$ cat src/rtl/hs_npu_inference_ctrl.sv
// rtl/hs_npu_inference_ctrl.sv - NPU inference job sequencer (flush/load/compute/drain); optional watchdog via HS_NPU_INFER_WATCHDOG_EN
module hs_npu_inference_ctrl #(
    parameter int SIZE                 = 8,
    parameter int INPUT_FIFO_DEPTH     = 10,
    parameter int WEIGHT_SETTLE_CYCLES = SIZE,
    parameter int OUTPUT_START_DELAY   = 2 * SIZE
) (
    input  logic        clk,
    input  logic        rst_n,
    input  logic        cmd_valid_i,
    output logic        cmd_ready_o,
    input  logic [31:0] cmd_rows_i,
    input  logic [31:0] cmd_shift_i,
    input  logic        cmd_relu_i,
    input  logic        weight_push_i,
    input  logic        input_push_i,
    input  logic        result_pop_i,
    output logic        weight_accept_o,
    output logic        input_accept_o,
    output logic        flush_input_fifos,
    output logic        flush_weight_fifos,
    output logic        flush_output_fifos,
    output logic        bias_en,
    output logic        enable_weights,
    output logic        start_input_gatekeeper,
    output logic        start_output_gatekeeper,
    output logic [31:0] enable_cycles_in,
    output logic [31:0] shift_amount,
    output logic        relu_enable,
    output logic        busy_o,
    output logic        done_o,
    output logic        err_o
);
    localparam logic [31:0] SIZE_W  = 32'(SIZE);
    localparam logic [31:0] DEPTH_W = 32'(INPUT_FIFO_DEPTH);
    localparam logic [31:0] WSC_W   = 32'(WEIGHT_SETTLE_CYCLES);
    localparam logic [31:0] OSD_W   = 32'(OUTPUT_START_DELAY);

    typedef enum logic [2:0] {
        S_IDLE, S_FLUSH, S_LOAD_W, S_LOAD_B, S_LOAD_I, S_EN_W, S_COMPUTE, S_DRAIN
    } state_t;

    state_t      state;
    logic [31:0] rows_q;
    logic [31:0] wcnt;
    logic [31:0] icnt;
    logic [31:0] ecnt;
    logic [31:0] ccnt;
    logic [31:0] pcnt;
    logic [31:0] pcnt_nxt;

    assign pcnt_nxt = pcnt + {31'b0, result_pop_i};

`ifdef HS_NPU_INFER_WATCHDOG_EN
    logic [15:0] wd_cnt;
    logic        wd_stall;

    always_comb begin
        wd_stall = 1'b0;
        case (state)
            S_LOAD_W: wd_stall = !(weight_push_i && weight_accept_o);
            S_LOAD_I: wd_stall = !(input_push_i && input_accept_o);
            S_DRAIN:  wd_stall = !result_pop_i && (pcnt < rows_q);
            default:  wd_stall = 1'b0;
        endcase
    end
`endif

    always_ff @(posedge clk) begin
        if (!rst_n) begin
            state                   <= S_IDLE;
            rows_q                  <= '0;
            wcnt                    <= '0;
            icnt                    <= '0;
            ecnt                    <= '0;
            ccnt                    <= '0;
            pcnt                    <= '0;
            cmd_ready_o             <= 1'b1;
            weight_accept_o         <= 1'b0;
            input_accept_o          <= 1'b0;
            flush_input_fifos       <= 1'b0;
            flush_weight_fifos      <= 1'b0;
            flush_output_fifos      <= 1'b0;
            bias_en                 <= 1'b0;
            enable_weights          <= 1'b0;
            start_input_gatekeeper  <= 1'b0;
            start_output_gatekeeper <= 1'b0;
            enable_cycles_in        <= '0;
            shift_amount            <= '0;
            relu_enable             <= 1'b0;
            busy_o                  <= 1'b0;
            done_o                  <= 1'b0;
            err_o                   <= 1'b0;
`ifdef HS_NPU_INFER_WATCHDOG_EN
            wd_cnt                  <= '0;
`endif
        end else begin
            done_o                  <= 1'b0;
            err_o                   <= 1'b0;
            bias_en                 <= 1'b0;
            start_input_gatekeeper  <= 1'b0;
            start_output_gatekeeper <= 1'b0;
            flush_input_fifos       <= 1'b0;
            flush_weight_fifos      <= 1'b0;
            flush_output_fifos      <= 1'b0;
            case (state)
                S_IDLE: if (cmd_valid_i && cmd_ready_o) begin
                    rows_q           <= cmd_rows_i;
                    shift_amount     <= cmd_shift_i;
                    relu_enable      <= cmd_relu_i;
                    enable_cycles_in <= cmd_rows_i + SIZE_W - 32'd1;
                    if (cmd_rows_i == 32'd0) begin
                        done_o <= 1'b1;
                    end else if (cmd_rows_i > DEPTH_W) begin
                        err_o <= 1'b1;
                    end else begin
                        state              <= S_FLUSH;
                        flush_input_fifos  <= 1'b1;
                        flush_weight_fifos <= 1'b1;
                        flush_output_fifos <= 1'b1;
                        cmd_ready_o        <= 1'b0;
                        busy_o             <= 1'b1;
                    end
                end
                S_FLUSH: begin
                    state           <= S_LOAD_W;
                    weight_accept_o <= 1'b1;
                    wcnt            <= '0;
                end
                S_LOAD_W: if (weight_push_i && weight_accept_o) begin
                    wcnt <= wcnt + 32'd1;
                    if (wcnt + 32'd1 == SIZE_W) begin
                        weight_accept_o <= 1'b0;
                        bias_en         <= 1'b1;
                        state           <= S_LOAD_B;
                    end
                end
                S_LOAD_B: begin
                    state          <= S_LOAD_I;
                    input_accept_o <= 1'b1;
                    icnt           <= '0;
                end
                S_LOAD_I: if (input_push_i && input_accept_o) begin
                    icnt <= icnt + 32'd1;
                    if (icnt + 32'd1 == rows_q) begin
                        input_accept_o <= 1'b0;
                        enable_weights <= 1'b1;
                        ecnt           <= '0;
                        state          <= S_EN_W;
                    end
                end
                S_EN_W: begin
                    ecnt <= ecnt + 32'd1;
                    if (ecnt + 32'd1 == WSC_W) begin
                        enable_weights         <= 1'b0;
                        start_input_gatekeeper <= 1'b1;
                        ccnt                   <= '0;
                        pcnt                   <= '0;
                        state                  <= S_COMPUTE;
                    end
                end
                // Pops are already counted here so a fast consumer is never lost.
                S_COMPUTE: begin
                    ccnt <= ccnt + 32'd1;
                    pcnt <= pcnt_nxt;
                    if (ccnt + 32'd1 == OSD_W) start_output_gatekeeper <= 1'b1;
                    if (start_output_gatekeeper) state <= S_DRAIN;
                end
                S_DRAIN: begin
                    pcnt <= pcnt_nxt;
                    if (pcnt_nxt >= rows_q) begin
                        done_o      <= 1'b1;
                        busy_o      <= 1'b0;
                        cmd_ready_o <= 1'b1;
                        state       <= S_IDLE;
                    end
                end
                default: state <= S_IDLE;
            endcase
`ifdef HS_NPU_INFER_WATCHDOG_EN
            wd_cnt <= wd_stall ? wd_cnt + 16'd1 : 16'd0;
            // Counter would reach 0xFFFF this edge: abort the job and flush the datapath.
            if (wd_stall && wd_cnt == 16'hFFFE) begin
                wd_cnt             <= '0;
                err_o              <= 1'b1;
                flush_input_fifos  <= 1'b1;
                flush_weight_fifos <= 1'b1;
                flush_output_fifos <= 1'b1;
                weight_accept_o    <= 1'b0;
                input_accept_o     <= 1'b0;
                busy_o             <= 1'b0;
                cmd_ready_o        <= 1'b1;
                state              <= S_IDLE;
            end
`endif
        end
    end
endmodule

$ cat config.mk
export PLATFORM = sky130hd
export DESIGN_NAME = hs_npu_inference_ctrl
export DESIGN_NICKNAME = d
export VERILOG_FILES = /design/src/rtl/hs_npu_inference_ctrl.sv
export SDC_FILE = /design/constraint.sdc
export NUM_CORES = 1
export LEC_CHECK = 0
export BUFFER_PORTS_ARGS = -buffer_cell sky130_fd_sc_hd__buf_2
export CORE_ASPECT_RATIO = 0.8
export CORE_MARGIN = 3
export CORE_UTILIZATION = 50
export DETAILED_ROUTE_END_ITERATION = 12
export HOLD_SLACK_MARGIN = 0.06
export PLACE_DENSITY = 0.73
export SLEW_MARGIN = 20
export SYNTH_ARGS = -nofsm -noshare
export SYNTH_HDL_FRONTEND = slang
export SYNTH_SLANG_ARGS = --single-unit
$ cat constraint.sdc
create_clock -name clk -period 3.8 [get_ports clk]
set_clock_uncertainty 0.15 [all_clocks]
set_input_delay 0.19 -clock clk [delete_from_list [all_inputs] [get_ports clk]]
set_output_delay 0.19 -clock clk [all_outputs]
set_load 0.03 [all_outputs]
==> results.md <==
- Status: complete, no violations
- Final WS setup: 0.115 ns
- WHS: 0.123 ns
- IO Port Bufs: 148
- Die Area: 35300 um^2
- Ant. Diodes: 0
- Met3 WL post-DR: 3470 um
- WP data arrival: 4.04 ns
- Distinct cells, synth: 76
- Area leader, netlist: dfxtp_1
- Final min period: 3.69 ns
- Site Rows: 58
- Gr ovfl total: 0
- Routed wl met2: 22600 um
- Area occupied by multi-input gates: just over 10000 um^2
- Final Slew Violations: 0
- Total GRT Usage: 0.271
- GPL Wtd Cong: slightly below 1
- Synth area leaders: dfxtp_1 (33%), nand2_1 (7.9%), a21oi_1 (6.2%), nor2_1 (4.4%), xnor2_1 (4.3%)
- Die width: 209 um
- DRT iter0 DRCs: 1696
- Core box area: 32000 um^2
- Nets: roughly 2500
- Fraction of registers with async set/reset: 0
- Clk buf depth: 3
- Max Clock Freq: 271 MHz
- Setup WS pre-CTS: -0.211 ns
- Clock Sinks: 271
- CTS clock-pin slew for the worst setup and hold paths: 0.06 ns
- RSZ-0062 raised after global routing: yes
- Final core utilization: 0.615
- Worst-Skew Late Latency: just under 0.6 ns
- Final HPWL DP: around 34000 um
- Initial antenna violation count: 0
- Power Density: roughly 330 nW/um^2
- Register Area: 5430 um^2
- Post-DRT Antenna Nets: 0
- Hold Crit Class: primary input to flip-flop
- Layout cells sized above 1: 0.147
- Crit path launch type: flip-flop
- Via count: ~17000
- Leak: between 7 and 8 nW
- Number of vias per cell: 6.07
- DR top layer: met4
- Syn. warnings: 0
- DRC Markers: 0
- Tot Pwr: 6.59 mW
- H-tree levels: 1
- Post-synth EDFFs: 0
- Crit. End Element: flip-flop
- CTS root buf: clkbuf_16
- Synth top area share: 0.328
- TritonCTS clock tree: yes
- Area Growth Syn to Fin: 19.0%
- Layout fillers: about 2800
- Via count of the first global-routing pass: 15700
- Placement Cell Area: 17800 um^2
- Gate Count Post-Synth: 2231
- Die H: 169 um
- Post-Syn Nets: 2342
- Setup violators final: 0
- Num CTS Buffers: 30
- WL final: 50200 um
- # IOs: around 150
- Inst Count DP: 2709
- Worst-margin pin slew: 0.753 ns
- Finished Cell Area: 19700 um^2
- Setup_tns: 0 ns
- Wire length on met1: approximately 23000 um
- Post-Syn Area per Cell: about 7.4 um^2
- First-pass GRT wire length: 81600 um
- Final Hold Fails: 0
- Worst VDD drop: 0.000342 V
- Starting Density: 0.517
- Sequential element share of the synthesized area: 0.328
- Critical path peak fanout: 3
- Slew headroom: 0.498
- Final non-filler cell total: 2833
- Worst Path Required: 4.15 ns
- Synthesized area: 16500 um^2
- Main flop type after synthesis: dfxtp_1
- Max Cap Viol: 0
- Tcrit/Tclk final: 0.970
- First-pass iteration count of the detailed router: 5
- Largest net degree at the start of global routing: 128
- #FFs+latches synth: 271
- Routed length per instance: about 18 um
- Critical path class: flip-flop to flip-flop
flip-flops by register name, summed over array words and instances, names as in the netlist, 3 cells and up:
signal and count:
ccnt 32, ecnt 32, enable_cycles_in 32, icnt 32, pcnt 32, rows_q 32, shift_amount 32, state 3
wcnt 32
cells by family after synthesis:
kind of cell    Yosys count  synth area share
simple gates           1013             0.298
compound gates          549             0.217
flops                   271             0.328
buf+inv                 223            0.0545
xor+xnor                128            0.0678
fa+ha+maj                40            0.0303
mux                       7           0.00439
critical path: stages (launching register included):
cell and delay, ns:
dfxtp_2 0.33, ha_2 0.18, ha_2 0.18, inv_1 0.05, or4_4 0.44, nor3b_4 0.24
nand2_2 0.13, nor3_4 0.23, xor2_2 0.10, ha_1 0.31, nand2_1 0.07, or4_4 0.54
a31oi_4 0.20, nor3b_4 0.08, a31oi_2 0.20, mux2i_1 0.20
Yosys cell counts (41+ instances only):
library cell / number
nand3_1: 116
o21ai_0: 127
xor2_1: 47
dfxtp_1: 271
nand2_1: 350
clkbuf_1: 138
a21oi_1: 205
a211oi_1: 41
nand4_1: 73
nor3_1: 67
xnor2_1: 81
nor2_1: 195
nor4_1: 47
a31oi_1: 46
inv_1: 57
layer usage:
metal / track usage / up-vias
li1: - / 8344
met4: 0.0675 / 0
met5: 0 / -
met1: 0.383 / 8128
met2: 0.437 / 629
met3: 0.0402 / 98
cell type report:
type	count	area share
Clock buffer	46	0.0479
Clock inverter	6	0.00445
Inverter	58	0.0113
Multi-Input combinational cell	1737	0.527
Sequential cell	271	0.276
Tap cell	420	0.0267
Timing Repair Buffer	295	0.107
repair_timing:
action / in CTS / in global routing
buffers inserted: 1 / 5
setup endpoints to repair: 3 / 25
pin swaps: 1 / 20
endpoints found under the hold margin: 100 / 0
hold buffers: 66 / 0
gates resized for setup: 5 / 28
cell usage in the layout, fill, tap and decap left out, drive strengths merged, types with 32 or more instances in the layout:
cell type / n
dlygate4sd3: 66
a211oi: 41
ha: 40
nor3: 67
nand2: 351
nor2: 195
a311oi: 32
a21oi: 208
xor2: 47
buf: 229
inv: 59
xnor2: 81
nand3: 118
nand4: 74
clkbuf: 46
a31oi: 64
nor4: 51
and3: 34
o21ai: 129
dfxtp: 271
worst paths after layout:
kind              cells after the start  slack [ns]               to             from
setup reg to reg                     15        0.11         state[1]          pcnt[0]
hold / removal                        6        0.12         wcnt[23]    weight_push_i
setup / recovery                     15        0.11         state[1]          pcnt[0]
hold reg to reg                       2        0.30  shift_amount[5]  shift_amount[5]
power by group:
part,switching (mW),leakage [nW],internal (mW)
Clock,1.23,0.511,1.83
Combinational,0.357,4.39,0.208
Sequential,0.0600,2.21,2.91
Power figures use the tool's default switching activity.
